[src/rtl/instr_seq_pkg.sv]
// Shared types and instruction field layout for the fetch/decode/dispatch sequencer.
// No logic, so no latency.
// No flow control.
package instr_seq_pkg;

    localparam int INSTR_W = 16;
    localparam int OPC_MSB = 15;
    localparam int OPC_LSB = 12;
    localparam int DST_MSB = 11;
    localparam int DST_LSB = 8;
    localparam int SRC_MSB = 7;
    localparam int SRC_LSB = 4;
    localparam int RSV_MSB = 3;

    localparam logic [3:0] OP_HALT = 4'hF;

    typedef enum logic [2:0] {
        S_IDLE,
        S_FETCH,
        S_DECODE,
        S_ISSUE,
        S_WAIT,
        S_HALT,
        S_FAULT
    } state_t;

    function automatic logic [3:0] opcode_of(input logic [INSTR_W-1:0] instr);
        return instr[OPC_MSB:OPC_LSB];
    endfunction

endpackage

[src/rtl/seq_watchdog.sv]
// Counts done-less WAIT cycles and flags the TIMEOUT-th one.
// expire is combinational from the count and en, and feeds only the owner's state register.
// No flow control; clr has priority over en.
module seq_watchdog #(
    parameter int TIMEOUT = 16
) (
    input  logic clk,
    input  logic reset,
    input  logic clr,
    input  logic en,
    output logic expire
);

    localparam int CW = $clog2(TIMEOUT + 1);

    logic [CW-1:0] cnt;

    always_ff @(posedge clk or negedge reset) begin
        if (!reset) begin
            cnt <= '0;
        end else if (clr) begin
            cnt <= '0;
        end else if (en) begin
            cnt <= cnt + CW'(1);
        end
    end

    // cnt already holds TIMEOUT-1 misses, so this cycle is the TIMEOUT-th.
    assign expire = en && (cnt == CW'(TIMEOUT - 1));

endmodule

[src/rtl/instr_sequencer.sv]
// Fetches one instruction per slot, dispatches a start pulse to the addressed unit, and waits for its done.
// Run to op_start takes 3 cycles; the minimum instruction period is 4 cycles.
// Stalls in WAIT until the selected unit's done arrives; traps halt, illegal opcode and watchdog expiry.
module instr_sequencer
    import instr_seq_pkg::*;
#(
    parameter int              AW       = 8,
    parameter int              NUM_OPS  = 8,
    parameter int              TIMEOUT  = 16,
    parameter logic [AW-1:0]   RESET_PC = '0
) (
    input  logic                 clk,
    input  logic                 reset,
    input  logic                 run,
    output logic [AW-1:0]        imem_addr,
    input  logic [INSTR_W-1:0]   imem_rdata,
    output logic [NUM_OPS-1:0]   op_start,
    input  logic [NUM_OPS-1:0]   op_done,
    input  logic                 pc_inc,
    output logic [3:0]           dst_sel,
    output logic [3:0]           src_sel,
    output logic                 busy,
    output logic                 halted,
    output logic                 fault
);

    state_t               state;
    logic [AW-1:0]        pc;
    logic [INSTR_W-1:0]   ir;
    logic [3:0]           rd_opc;
    logic [NUM_OPS-1:0]   rd_sel;
    logic [NUM_OPS-1:0]   cur_sel;
    logic                 done_hit;
    logic                 wd_expire;
    logic                 unused_rsvd;

    assign rd_opc   = opcode_of(imem_rdata);
    assign rd_sel   = NUM_OPS'(1) << rd_opc;
    assign cur_sel  = NUM_OPS'(1) << opcode_of(ir);
    // Other units' done bits are masked off so a stray done cannot retire this instruction.
    assign done_hit = (state == S_WAIT) && |(op_done & cur_sel);

    seq_watchdog #(
        .TIMEOUT (TIMEOUT)
    ) u_watchdog (
        .clk    (clk),
        .reset  (reset),
        .clr    (state == S_ISSUE),
        .en     ((state == S_WAIT) && !done_hit),
        .expire (wd_expire)
    );

    always_ff @(posedge clk or negedge reset) begin
        if (!reset) begin
            state    <= S_IDLE;
            pc       <= RESET_PC;
            ir       <= '0;
            op_start <= '0;
        end else begin
            op_start <= '0;
            if (pc_inc && (state != S_HALT) && (state != S_FAULT)) begin
                pc <= pc + AW'(1);
            end
            case (state)
                S_IDLE:   if (run) state <= S_FETCH;
                S_FETCH:  state <= S_DECODE;
                S_DECODE: begin
                    ir <= imem_rdata;
                    if (rd_opc == OP_HALT) begin
                        state <= S_HALT;
                    end else if (int'(rd_opc) >= NUM_OPS) begin
                        state <= S_FAULT;
                    end else begin
                        op_start <= rd_sel;
                        state    <= S_ISSUE;
                    end
                end
                S_ISSUE:  state <= S_WAIT;
                S_WAIT: begin
                    if (done_hit) begin
                        state <= run ? S_FETCH : S_IDLE;
                    end else if (wd_expire) begin
                        state <= S_FAULT;
                    end
                end
                S_HALT:   state <= S_HALT;
                S_FAULT:  state <= S_FAULT;
                default:  state <= S_IDLE;
            endcase
        end
    end

    assign imem_addr   = pc;
    assign dst_sel     = ir[DST_MSB:DST_LSB];
    assign src_sel     = ir[SRC_MSB:SRC_LSB];
    assign busy        = !(state inside {S_IDLE, S_HALT, S_FAULT});
    assign halted      = (state == S_HALT);
    assign fault       = (state == S_FAULT);
    assign unused_rsvd = ^ir[RSV_MSB:0];

endmodule

[config.mk]
export PLATFORM = sky130hd
export DESIGN_NAME = instr_sequencer
export DESIGN_NICKNAME = d
export VERILOG_FILES = /design/src/rtl/instr_seq_pkg.sv /design/src/rtl/seq_watchdog.sv /design/src/rtl/instr_sequencer.sv
export SDC_FILE = /design/constraint.sdc
export NUM_CORES = 1
export LEC_CHECK = 0
export ABC_AREA = 1
export ABC_CLOCK_PERIOD_IN_PS = 1390
export CAP_MARGIN = 10
export CORE_UTILIZATION = 40
export DETAILED_ROUTE_END_ITERATION = 8
export PLACE_DENSITY = 0.77
export SLEW_MARGIN = 20
export SYNTH_ARGS = -nofsm -noshare
export SYNTH_HDL_FRONTEND = slang
export SYNTH_SLANG_ARGS = --single-unit
[constraint.sdc]
create_clock -name clk -period 1.39 [get_ports clk]
set_input_delay 0.278 -clock clk [delete_from_list [all_inputs] [get_ports clk]]
set_output_delay 0.278 -clock clk [all_outputs]
set_load 0.005 [all_outputs]
==> summary.md, run 1 <==
| Metric | Value |
|---|---|
| Status | `complete, but fails checks` |
| Failing checks | `negative setup slack` |
| Pleak | `~1.5 nW` |
| Nature of the critical path startpoint | `flip-flop` |
| Final Wtd Congestion | `between 0.7 and 0.8` |
| Crit Reg-Reg Endpoint | `u_watchdog.cnt[3]` |
| Worst-margin pin slew | `around 0.32 ns` |
| Skew final | `about 0.0018 ns` |
| Placement Cell Area | `2490 sq um` |
| Die ar. | `roughly 4800 sq um` |
| Cell with the most instances after synthesis | `nand2_1` |
| Final net count | `between 300 and 400` |
| Starting Density | `41.8%` |
| Chip width | `approximately 69 um` |
| Max cap viols | `0` |
| Leading cell types by total area after synthesis | `dfrtp_1 (50%), nand2_1 (14%), inv_1 (4.1%), nand3_1 (4.1%), buf_4 (3.7%)` |
| Setup WS post-layout | `-0.0710 ns` |
| R2R depth | `6` |
| Final Hold Violating Endpoints | `0` |
| Worst-path cell chain | `buf_6 > nor2_4 > a21oi_2 > buf_2` |
| Ant diodes | `0` |
| Post-synth ARST share | `100%` |
| Cells after synthesis | `209` |
| Post-Route WL | `about 3900 um` |
| Req. time, crit path | `approximately 1.1 ns` |
| Synth warnings | `0` |
| Die H | `~69 um` |
| Crit end category | `primary output` |
| CP peak stage delay | `between 0.4 and 0.5 ns` |
| Buffers on Ports | `50` |
| Initial antenna violation count | `0` |
| Num CTS Buffers | `5` |
| Htree depth | `2` |
| Root buffer cell | `clkbuf_8` |
| GRT Overall Usage | `between 15 and 20%` |
| Clk Latency, worst-skew pair | `approximately 0.28 ns` |
| RSZ-0062 raised after global routing | `yes` |
| Area leader, netlist | `dfrtp_1` |
| Clk sinks | `36` |
| Initial DRC Count | `45` |
| Vias | `between 1500 and 2000` |
| Worst reg2reg startpoint | `state[0]` |
| TritonRoute pass-1 iters | `4` |
| VDD IR max | `0.000823 V` |
| Worst EP arrival | `between 1 and 1.5 ns` |
| Clk pin slew, worst setup/hold paths | `~0.070 ns` |
| Synth cell types | `29` |
| Layout area overhead | `54.0%` |
| Slowest stage cell on the critical path | `dfrtp_2` |
| CTS tree | `yes` |
| #FFs+latches synth | `36` |
| Critical path type | `flip-flop to primary output` |
| Post-synth top area share | `about 50%` |
| Max Fclk | `~680 MHz` |
| Largest net degree at the start of global routing | `37` |
| Number of synthesized flops with an enable pin | `0` |
| Min Tclk post-route | `approximately 1.5 ns` |
| Vias in the first global route | `1574` |
| Final Max Slew Viols | `0` |
| Slew HR | `approximately four fifths` |
| Syn_nets | `240` |
| Pwr Density | `about 1900 nW/um^2` |
| Synth cell count leaders | `nand2_1 (70), dfrtp_1 (36), inv_1 (20), nand3_1 (15)` |
| DR vias/cell | `around 4.7` |
| Residual DRC count | `0` |
| WL/cell | `11.2 um` |
| Period utilization | `105%` |
| Post-route ant nets | `0` |
| Worst Hold Class | `input pin to async pin` |
| # rows | `24` |
| Clock Path Buffers | `2` |
| Design area | `~2800 sq um` |
| First-pass GRT wire length | `between 6000 and 7000 um` |
| Ratio of cells with drive above 1 in the final layout | `a little under a third` |
| Syn Area/Cell | `slightly below 9 sq um` |
| Final setup vio count | `8` |
| Smallest hold slack | `0.360 ns` |
| Seq/Total Area, Yosys | `49.6%` |
| DPL Wire Length | `around 2700 um` |
| I/O pin cnt | `55` |
| R2r setup slk | `-0.06 ns` |
| Critical-path maximum fanout | `3` |
| Synth Flop Type | `dfrtp_1` |
| Setup TNS | `-0.305 ns` |
| Post-Syn Area | `roughly 1800 sq um` |
| GRT overflow | `0` |
| CORE AREA | `4350 sq um` |
## critical path, delay by kind of cell, from the launching register on
kind,cells,cell delay (ns)
AOI/OAI and AO/OA,1,0.06
buffers and inverters,2,0.26
and+or+nand+nor,1,0.12
DFF,1,0.46
## cells in the final DEF, fill, tap and decap left out, types with 2 or more instances in the layout
cell type and instances:
nand2_1 61, dfrtp_1 33, buf_4 31, clkdlybuf4s50_1 23, dlygate4sd2_1 23, inv_1 17, nor2_1 8, nand2_2 8
nand3_2 8, buf_6 8, nand3_1 7, inv_2 6, clkbuf_8 6, nand2_4 5, xor2_1 5, nand4_1 5
o21ai_0 4, nor3_1 3, xnor2_1 3, dfrtp_2 3, nor2_4 2, inv_4 2, nand3_4 2, nor2_2 2
and3_1 2, o21ai_1 2, ha_1 2, clkbuf_1 2
## per-stage QoR
step                utilization [%]  setup slack (ns)  std cells  power (mW)
floorplan                         -             0.120        209        3.10
global placement               57.2            -0.188        323        4.08
detailed placement             57.2            -0.212        323        4.16
CTS                            61.5           -0.0835        345        5.09
global route                   64.3            -0.136        347        5.79
finish                         64.3           -0.0710        347        5.34
## sequential cells by signal, summed over array words and instances, names as in the netlist
| signal | flops |
|---|---|
| state | 3 |
| ir | 12 |
| op_start | 8 |
| u_watchdog.cnt | 5 |
| imem_addr | 8 |
## how the worst max path moves through the flow
stage                            startpoint           endpoint  slack, ns  depth (start not counted)
after floorplan           u_watchdog.cnt[0]           state[1]       0.12                          7
after global placement             state[1]               busy      -0.19                          6
after detailed placement         op_done[5]  u_watchdog.cnt[3]      -0.21                         10
after CTS                          state[1]               busy      -0.08                          6
after global routing               state[1]               busy      -0.14                          6
final                              state[0]               busy      -0.07                          4
## final cells by class
type	count	area, sq um
Clock buffer	8	90.1
Sequential cell	36	905
Multi-Input combinational cell	138	850
Tap cell	52	65.1
Inverter	25	98.8
Fill cell	374	1550
Timing Repair Buffer	88	792
## power breakdown
part / internal, mW / total (mW) / switching [mW] / leakage [nW]
Combinational: 1.48 / 2.88 / 1.40 / 0.986
Clock: 0.404 / 0.753 / 0.349 / 0.0455
Sequential: 1.44 / 1.71 / 0.270 / 0.456
Total: 3.33 / 5.34 / 2.02 / 1.49
## repair_timing
action                                  CTS  global route
resized for setup                        46            31
pin swaps                                 4            21
cloned                                    0             0
hold buffers                              0             0
endpoints found under the setup margin   31            25
setup buffers                            15             2
## metal layers
layer,up-vias,global-route usage [%],wire (um)
li1,826,-,-
met1,748,21.1,1620
met5,-,0,0
met3,6,5.09,225
met2,41,29.0,1970
met4,0,6.80,59
## cells by family after synthesis
kind of cell	Yosys count	synth area share [%]
AND/OR/NAND/NOR	119	33.0
flip-flops	36	49.6
buffers and inverters	35	9.29
AO/OA/AOI/OAI	8	2.20
XOR/XNOR	8	3.85
adder cells (fa/ha/maj)	3	2.06
Power figures use the tool's default switching activity.
==> run 2, diff against run 1 <==
--- a/config.mk
+++ b/config.mk
@@ -8,9 +8,9 @@
 export ABC_AREA = 1
 export ABC_CLOCK_PERIOD_IN_PS = 1390
 export CAP_MARGIN = 10
-export CORE_UTILIZATION = 40
+export CORE_UTILIZATION = 46
 export DETAILED_ROUTE_END_ITERATION = 8
-export PLACE_DENSITY = 0.77
+export PLACE_DENSITY = 0.86
 export SLEW_MARGIN = 20
 export SYNTH_ARGS = -nofsm -noshare
 export SYNTH_HDL_FRONTEND = slang
==> summary.md, run 2 (synthesized netlist as in run 1, its figures left out) <==
| Metric | Value |
|---|---|
| CORE AREA | `3720 sq um (-15%)` |
| Clk Latency, worst-skew pair | `0.29 ns (about the same)` |
| Ratio of cells with drive above 1 in the final layout | `33.3% (+1.8 points)` |
| CP Launch Point | `state[1]` |
| Root buffer cell | `clkbuf_8` |
| GRT overflow | `0 (unchanged)` |
| WL/cell | `13.8 um (+23%)` |
| Core Util, Final | `78.0% (+14 points)` |
| Status | `complete, but fails checks` |
| VDD IR max | `0.000932 V (+13%)` |
| Most common cell after layout, fill and taps aside | `nand2_1` |
| Min Tclk post-route | `1.57 ns (+0.105 ns)` |
| Final setup vio count | `18 (+10)` |
| Req. time, crit path | `1.11 ns (about the same)` |
| DR vias/cell | `4.91 (+5.2%)` |
| CTS tree | `yes` |
| Clock Path Buffers | `2 (unchanged)` |
| Worst reg2reg startpoint | `state[1]` |
| Final Wtd Congestion | `0.866 (+9.3%)` |
| Initial DRC Count | `88 (+96%)` |
| Commonest cells after routing, fill and taps aside | `nand2_1 (62), dfrtp_1 (33), buf_4 (33), clkdlybuf4s50_1 (23), dlygate4sd2_1 (22)` |
| Pre-CTS WS | `-0.215 ns (-0.00327 ns)` |
| Filler Cells Inserted | `248 (-34%)` |
| RSZ-0062 raised after global routing | `yes` |
| Crit end category | `primary output` |
| Layout area overhead | `59.4%` |
| Post-Place Cells | `316 (-2.2%)` |
| Buffers on Ports | `50 (unchanged)` |
| GRT Overall Usage | `22.9% (+5.5 points)` |
| Worst Hold Class | `input pin to async pin` |
| Vias | `1710 (+5.5%)` |
| Die H | `64.9 um (-6.6%)` |
| Critical-path maximum fanout | `2 (-1)` |
| Vias in the first global route | `1645 (+4.5%)` |
| Placement Cell Area | `2470 sq um (-0.60%)` |
| Clk sinks | `36 (unchanged)` |
| DPL Wire Length | `2800 um (+4.3%)` |
| Clk pin slew, worst setup/hold paths | `0.07 ns (about the same)` |
| Number of flip-flops under the largest register name | `12 (unchanged)` |
| Nature of the critical path startpoint | `flip-flop` |
| Worst-margin pin slew | `0.345 ns (+0.0261 ns)` |
| Final net count | `330 (+1.5%)` |
| Ant diodes | `0 (unchanged)` |
| TritonRoute pass-1 iters | `4 (unchanged)` |
| Initial antenna violation count | `0 (unchanged)` |
| Worst EP arrival | `1.29 ns (+0.11 ns)` |
| Critical path type | `flip-flop to primary output` |
| I/O pin cnt | `55 (unchanged)` |
| Post-route ant nets | `0 (unchanged)` |
| Design area | `2900 sq um (+3.5%)` |
| # rows | `22 (-8.3%)` |
| First-pass GRT wire length | `7180 um (+8.6%)` |
| Chip width | `64.9 um (-6.6%)` |
| Num CTS Buffers | `5 (unchanged)` |
| Pleak | `1.56 nW (+4.7%)` |
| Final Hold Violating Endpoints | `0 (unchanged)` |
| Post-Route WL | `4800 um (+24%)` |
| Max Fclk | `639 MHz (-6.7%)` |
| Failing checks | `negative setup slack` |
| Pwr Density | `2050 nW/um^2 (+7.4%)` |
| Period utilization | `113% (+7.5 points)` |
| Setup WS post-layout | `-0.176 ns (-0.105 ns)` |
| Htree depth | `2 (unchanged)` |
| Finished Layout Cells | `348 (+0.29%)` |
| Final Max Slew Viols | `0 (unchanged)` |
| Max cap viols | `0 (unchanged)` |
| Skew final | `0.00575 ns (+0.00393 ns)` |
| Slew HR | `76.9% (-1.7 points)` |
| Largest net degree at the start of global routing | `37 (unchanged)` |
| Starting Density | `48.9% (+7.2 points)` |
| Die ar. | `4210 sq um (-13%)` |
| Top reg by flops | `ir` |
| Residual DRC count | `0 (unchanged)` |
[run 2: cell types whose count changed in the layout (fill, tap and decap cells not counted), moves of 2 or more]
cell / change
buf_4: +2
buf_6: +2
clkbuf_1: -2
nand3_1: +2
nand3_2: -2
[run 2: final cells by class]
type / count / area [sq um] / share of cell area [%]
Clock inverter: 1 / 30.0 / 1.04
Sequential cell: 36 / 905 / 31.2
Multi-Input combinational cell: 138 / 852 / 29.4
Timing Repair Buffer: 93 / 853 / 29.4
Inverter: 25 / 101 / 3.50
Clock buffer: 7 / 96.3 / 3.32
Tap cell: 48 / 60.1 / 2.07
[run 2: layer usage]
| metal | wire [um] | track usage, % | vias to the layer above |
|---|---|---|---|
| li1 | - | - | 830 |
| met1 | 1920 | 25.1 | 822 |
| met2 | 2570 | 41.3 | 45 |
| met3 | 173 | 4.75 | 13 |
| met4 | 127 | 11.4 | 0 |
| met5 | 0 | 0 | - |
[run 2: final timing paths]
check | end | slack [ns] | cells after the start
setup / recovery | fault | -0.18 | 7
hold / removal | ir[6] | 0.36 | 2
setup reg to reg | imem_addr[7] | -0.14 | 11
hold reg to reg | ir[7] | 0.48 | 2
max in group asynchronous | state[2] | 0.83 | 2
min in group clk | ir[7] | 0.48 | 2
[run 2: report_power, final]
group	switching, mW	internal, mW	leakage [nW]	total [mW]
clock network	0.370	0.633	0.0645	1.00
logic	1.61	1.62	1.04	3.23
registers	0.262	1.44	0.456	1.70
total	2.25	3.69	1.56	5.94
[run 2: metrics by stage]
step	TNS, ns	power (mW)	hold WS, ns
floorplan	0	3.10	-0.0176
global placement	-1.84	4.03	0.461
detailed placement	-2.31	4.15	0.471
CTS	-0.494	5.49	0.371
global route	-2.56	6.31	0.382
finish	-1.41	5.94	0.359
[run 2: repair_timing]
action / 4_1_cts / 5_1_grt
hold buffers: 0 / 0
setup endpoints to repair: 30 / 31
pin swaps: 6 / 15
endpoints found under the hold margin: 0 / 0
buffers inserted: 22 / 3
resized for setup: 50 / 30
[run 2: worst max-delay path, cell delays in order, from the launching register on]
cell and delay [ns]:
dfrtp_1 0.37, inv_2 0.06, buf_6 0.12, nor2_4 0.13, nand2_4 0.08, buf_6 0.12, inv_4 0.05, buf_6 0.08
